### src/rtl/fifo_wr_ptr_ctrl.sv
// Write-side pointer controller for an async FIFO: binary/Gray write pointer, full, almost-full
// and level flags. Define FIFO_WR_OVF_STATUS_EN to add sticky overflow flag and dropped-write count.
module fifo_wr_ptr_ctrl #(
  parameter int unsigned ADDR_W    = 3,
  parameter int unsigned AF_MARGIN = 2
) (
  input  logic              clka,
  input  logic              clka_rst,
  input  logic              winc,
  input  logic [ADDR_W:0]   rq2_rptr_gray,
  input  logic              ovf_clr,
  output logic              wr_en,
  output logic [ADDR_W-1:0] waddr,
  output logic [ADDR_W:0]   wptr_gray,
  output logic              wfull,
  output logic              walmost_full,
  output logic [ADDR_W:0]   wlevel,
  output logic              wovf,
  output logic [7:0]        wovf_cnt
);

  localparam int unsigned PW    = ADDR_W + 1;
  localparam int unsigned DEPTH = 2 ** ADDR_W;
  localparam logic [PW-1:0] AfThresh = PW'(DEPTH - AF_MARGIN);
  // Full when the write pointer leads the read pointer by exactly DEPTH: top two Gray bits inverted.
  localparam logic [PW-1:0] FullMask = {2'b11, {(PW-2){1'b0}}};

  logic [PW-1:0] wbin_q, wptr_gray_q, wlevel_q;
  logic          wfull_q, walmost_full_q;
  logic [PW-1:0] wbin_next, gray_next, rbin, level_next;
  logic          accept;

  assign accept = winc & ~wfull_q;

  always_comb begin
    rbin = '0;
    for (int i = 0; i < PW; i++) begin
      rbin[i] = ^(rq2_rptr_gray >> i);
    end
  end

  assign wbin_next  = wbin_q + {{(PW-1){1'b0}}, accept};
  assign gray_next  = wbin_next ^ (wbin_next >> 1);
  assign level_next = wbin_next - rbin;

  always_ff @(posedge clka or negedge clka_rst) begin
    if (!clka_rst) begin
      wbin_q         <= '0;
      wptr_gray_q    <= '0;
      wfull_q        <= 1'b0;
      walmost_full_q <= 1'b0;
      wlevel_q       <= '0;
    end else begin
      wbin_q         <= wbin_next;
      wptr_gray_q    <= gray_next;
      wfull_q        <= (gray_next == (rq2_rptr_gray ^ FullMask));
      walmost_full_q <= (level_next >= AfThresh);
      wlevel_q       <= level_next;
    end
  end

  // Gated by reset so no write leaks to memory while reset is held.
  assign wr_en        = accept & clka_rst;
  assign waddr        = wbin_q[ADDR_W-1:0];
  assign wptr_gray    = wptr_gray_q;
  assign wfull        = wfull_q;
  assign walmost_full = walmost_full_q;
  assign wlevel       = wlevel_q;

`ifdef FIFO_WR_OVF_STATUS_EN
  logic       wovf_q;
  logic [7:0] wovf_cnt_q;

  always_ff @(posedge clka or negedge clka_rst) begin
    if (!clka_rst) begin
      wovf_q     <= 1'b0;
      wovf_cnt_q <= '0;
    end else if (ovf_clr) begin
      wovf_q     <= 1'b0;
      wovf_cnt_q <= '0;
    end else if (winc && wfull_q) begin
      wovf_q <= 1'b1;
      if (wovf_cnt_q != 8'hFF) begin
        wovf_cnt_q <= wovf_cnt_q + 8'd1;
      end
    end
  end

  assign wovf     = wovf_q;
  assign wovf_cnt = wovf_cnt_q;
`else
  logic unused_ovf_clr;
  assign unused_ovf_clr = ovf_clr;
  assign wovf           = 1'b0;
  assign wovf_cnt       = '0;
`endif

endmodule

### config.mk
export PLATFORM = sky130hd
export DESIGN_NAME = fifo_wr_ptr_ctrl
export DESIGN_NICKNAME = d
export VERILOG_FILES = /design/src/rtl/fifo_wr_ptr_ctrl.sv
export SDC_FILE = /design/constraint.sdc
export NUM_CORES = 1
export LEC_CHECK = 0
export BUFFER_PORTS_ARGS = -buffer_cell sky130_fd_sc_hd__clkbuf_2
export CORE_MARGIN = 2
export CORE_UTILIZATION = 45
export CTS_BUF_LIST = sky130_fd_sc_hd__clkbuf_16
export DETAILED_ROUTE_END_ITERATION = 10
export GPL_ROUTABILITY_DRIVEN = 1
export PLACE_DENSITY = 0.76
export SYNTH_ARGS = -nofsm -noshare
export SYNTH_HDL_FRONTEND = slang
export SYNTH_SLANG_ARGS = --single-unit
### constraint.sdc
create_clock -name clka -period 2.6 [get_ports clka]
set_input_delay 0.13 -clock clka [delete_from_list [all_inputs] [get_ports clka]]
set_output_delay 0.13 -clock clka [all_outputs]
set_load 0.02 [all_outputs]
* After elaboration in Yosys (flattened, before gate mapping)
Cells that the tools add are included.
** Cells by class
- $add $sub $neg :: 2
- $lt $le $gt $ge :: 1
- Eq/ne operators :: 1
- Bitwise gates (word level) :: 5
- Reduce and logical (&&, ||, !) cells :: 4
** Operator list (count)
- $reduce_xor A4 Y1 :: 4
- $add A4 B1 Y4 :: 1
- $eq A4 B4 Y1 :: 1
- $ge A4 B3 Y1 const B :: 1
- $sub A4 B4 Y4 :: 1
- $xor A4 B3 Y4 :: 1
- $and A1 B1 Y1 :: 2
- $not A2 Y2 :: 1
- $not A1 Y1 :: 1
** Storage, ports and cells
- Bits in registers :: 14
- Bits of input ports :: 8
- Output and inout port bits :: 23
- Logic and storage cells :: 18

* Logic depth before layout (Yosys ltp)
- Depth after elaboration :: 5
- Mapped depth :: 10
- Mapped depth without buffers :: 10

* Worst setup path before layout
OpenSTA, ideal clock, no wires.
- Path kind :: register to register
- Start :: register wfull_q (netlist: wfull)
- End :: register walmost_full_q (netlist: walmost_full)
- Setup time :: 118 ps
- Arrival :: 2214 ps
- Data required time :: 2482 ps
- Setup slack :: 268 ps
- Stages on the path, launching flop included :: 11
- Path buffers :: 0
- Clock period less this slack :: 2332 ps
- Cell sequence :: dfrtp_1 > nor2b_1 > ha_1 > ha_1 > xnor2_2 > inv_1 > ha_1 > nand2_1 > o21ai_0 > xor3_1 > a21o_1
** On the way
- Cells in the longest elaborated chain, start to end :: 5
** Ends and longest elaborated chain
- start, declared :: RTL line 29 : logic wfull_q, walmost_full_q;
- start signal, assigned :: RTL line 56 : wfull_q <= (gray_next == (rq2_rptr_gray ^ FullMask));
- $not A1 Y1 :: RTL line 33 : assign accept = winc & ~wfull_q;
- $and A1 B1 Y1 :: RTL line 33
- $add A4 B1 Y4 :: RTL line 42 : assign wbin_next = wbin_q + {{(PW-1){1'b0}}, accept};
- named net wbin_next[2] :: RTL line 30 : logic [PW-1:0] wbin_next, gray_next, rbin, level_next;
- $sub A4 B4 Y4 :: RTL line 44 : assign level_next = wbin_next - rbin;
- named net level_next[3] :: RTL line 30
- $ge A4 B3 Y1 :: RTL line 57 : walmost_full_q <= (level_next >= AfThresh);
- end signal, assigned :: RTL line 57
- end, declared :: RTL line 29
The timed path passes the listed nets, and every way through them passes these cells.

* Worst setup path in the final report
Ends and elaborated chain as after synthesis.

==> reports/results.md <==
| Quantity | Reported |
|---|---|
| Post-route cell area | 889.6 um^2 |
| Maximum number of pins on one net before global-route repair | 15 |
| Via/cell ratio | 4.686 |
| GRT Residual Overflow | 0 |
| HPWL after detailed placement | 902.1 um |
| Unrepaired setup endpoints after global routing | no |
| Power Density | 1666 nW/um^2 |
| Avg WL per Cell | 11.87 um |
| Number of vias after detailed routing | 478 |
| Launching element of the worst setup path | wfull |
| CP startpoint kind | register |
| Critical path type | reg -> reg |
| Worst slack, placed | 0.3038 ns |
| VDD IR-drop max | 0.5448 mV |
| Endpoint of the worst hold-timing path | wfull |
| Skew final | 0.003183 ns |
| Root buf cell | clkbuf_16 |
| Top achievable clock speed | 437.6 MHz |
| Hold path depth | 3 |
| Buffers inserted during post-CTS setup optimization | 0 |
| Critical Path AT | 2.42 ns |
| Area added between synthesis and finish | 25.18% |
| Wire length of the first global-routing pass | 1945 um |
| Worst EP required | 2.73 ns |
| Number of detailed-routing iterations run before antenna repair | 2 |
| Aggregate negative setup slack | 0 ns |
| Hold slack final | 0.1842 ns |
| Min Tclk post-route | 2.285 ns |
| Count of buffers from port buffering | 20 |
| # clock sinks | 13 |
| Class of the tightest hold or removal check | in -> reg |
| Ratio of cells with drive above 1 in the final layout | 0.2907 |
| Antenna viol nets, final | 0 |
| Area contributors post-synth | dfrtp_1, buf_4, ha_1 |
| Fin crit share | 0.8790 |
| Core box area | 1489 um^2 |
| Number of cells produced by synthesis | 61 |
| End of the worst register-to-register path | walmost_full |
| Number of distinct library cells after synthesis | 19 |
| Placer Congestion | 0.7248 |
| Capturing element type of the critical path | register |
| Initial drt markers | 1 |
| Quantity of gates resized following cts | 0 |
| Max_cap viols | 0 |
| Status | finished, final reports clean |
| Die height | 43.74 um |
| Post-synthesis sequential area ratio | 0.4577 |
| Most common cell after layout, fill and taps aside | clkbuf_2 |
| Combined area of all synthesized cells | 710.7 um^2 |
| Leading area contributor after synthesis | dfrtp_1 |
| Slack of the worst reg-to-reg path | 0.31 ns |
| Die outline width | 43.74 um |
| Effective utilization at floorplan | 0.4773 |
| Wire length after detailed routing | 1211 um |
| Number of storage elements in the synthesis netlist | 13 |
| Antenna violations before repair | 0 |
| Warnings, synthesis | 0 |
| Worst reg2reg path startpoint | wfull |
| Number of hold violations in the final report | 0 |
| Placed Area | 800.8 um^2 |
| Average cell area after synthesis | 11.65 um^2 |
| Largest fanout on the critical path | 3 |
| Clk slew on worst S/H paths | 0.05 ns |
| TritonCTS buffer count | 3 |
| Total number of H-tree levels | 1 |
| Setup violations, final | 0 |
| Total Die Area | 1913 um^2 |
| Total power draw | 1482 uW |
| Fill count | 120 |
| Via count of the first global-routing pass | 458 |
| Most used cells in the layout excluding fill and tap cells | clkbuf_2, dfrtp_1, conb_1 |
| Overall track demand over capacity in global routing | 0.1576 |
| Depth of the worst register-to-register path | 10 |
| CTS Buffer Depth | 2 |
| Total DRC errors in the routed layout | 0 |
| Post-route setup slack | 0.3146 ns |
| Max Slew Vio Count | 0 |
| HP Start | rq2_rptr_gray[3] |
| Clock tree from TritonCTS | done |
| Number of placed I/O pins | 31 |
| Leak Pwr | 0.0004797 uW |
| Area fraction of the dominant cell type after synthesis | 0.4577 |
| FP Rows | 14 |
| Number of nets in the layout | 101 |
| Later-pin clock latency in the skew report | 0.24 ns |
| Diode count | 0 |
[cells in the mapped netlist (all sizes together)]
cell   count
xnor2      8
ha         5
buf        9
a21o       1
a21oi      1
or3        2
dfrtp     13
conb       1
xor3       1
and2       1
nand3      3
o21ai      1
nand2      1
xor2       4
nor2b      1
a22oi      1
fa         1
inv        7
[worst max-delay path by stage]
stage                   end  slack (ns)
6_report       walmost_full        0.31
5_1_grt        walmost_full        0.02
4_1_cts        walmost_full        0.28
3_5_place_dp   walmost_full        0.30
3_3_place_gp   walmost_full        0.40
2_1_floorplan  walmost_full        0.27
[logic make-up after synthesis]
group,synth area share
other,0.005277
and+or+nand+nor,0.06162
AOI/OAI and AO/OA,0.03521
DFF,0.4577
xor gates and xnor gates,0.1919
buffers and inverters,0.1320
adders and majority gates,0.1162
[power breakdown]
| group | switching (uW) | internal (uW) |
|---|---|---|
| registers | 44.1 | 323 |
| logic | 479 | 347 |
| clock network | 85.7 | 203 |
| total | 609 | 873 |
[layout make-up]
class                   count  area (um^2)  area share
well taps                  16        20.02     0.02250
inverters                   7        26.28     0.02954
clock buffers               3        75.07     0.08439
flip-flops and latches     13        325.3      0.3657
repair buffers             22        117.6      0.1322
multi-input cells          40        321.6      0.3615
clock inverters             1        3.754    0.004219
[timing repair]
item | in CTS | in global routing
setup endpoints to repair | 0 | 0
endpoints found under the hold margin | 13 | 0
hold buffers | 1 | 0
[flip-flops by register name, summed over array words and instances (netlist names)]
register	cells
wbin_q	4
wfull	1
wlevel	4
wptr_gray	3
walmost_full	1
[critical path, cell delays in order (launching register included)]
cell     delay [ns]
dfrtp_1        0.37
nor2b_1        0.14
ha_1           0.18
ha_1           0.19
xnor2_2        0.14
inv_1          0.11
ha_1           0.34
nand2_1        0.05
o21ai_0        0.20
xor3_1         0.28
a21o_1         0.17
[metal layers]
metal,global-route usage,wire length [um],vias up,part of all wire
met5,0,0,-,0
met4,0.1455,49,0,0.040
met3,0.05000,90,5,0.074
met2,0.2500,628,22,0.52
met1,0.1627,442,228,0.36
li1,-,-,223,-
[per-stage QoR]
stage / instances / utilization
6_report: 102 / 0.5975
4_1_cts: 102 / 0.5975
3_3_place_gp: 97 / 0.5378
2_1_floorplan: 69 / -
5_1_grt: 102 / 0.5975
3_5_place_dp: 97 / 0.5378
No activity file was read; power rests on OpenSTA's default activity.
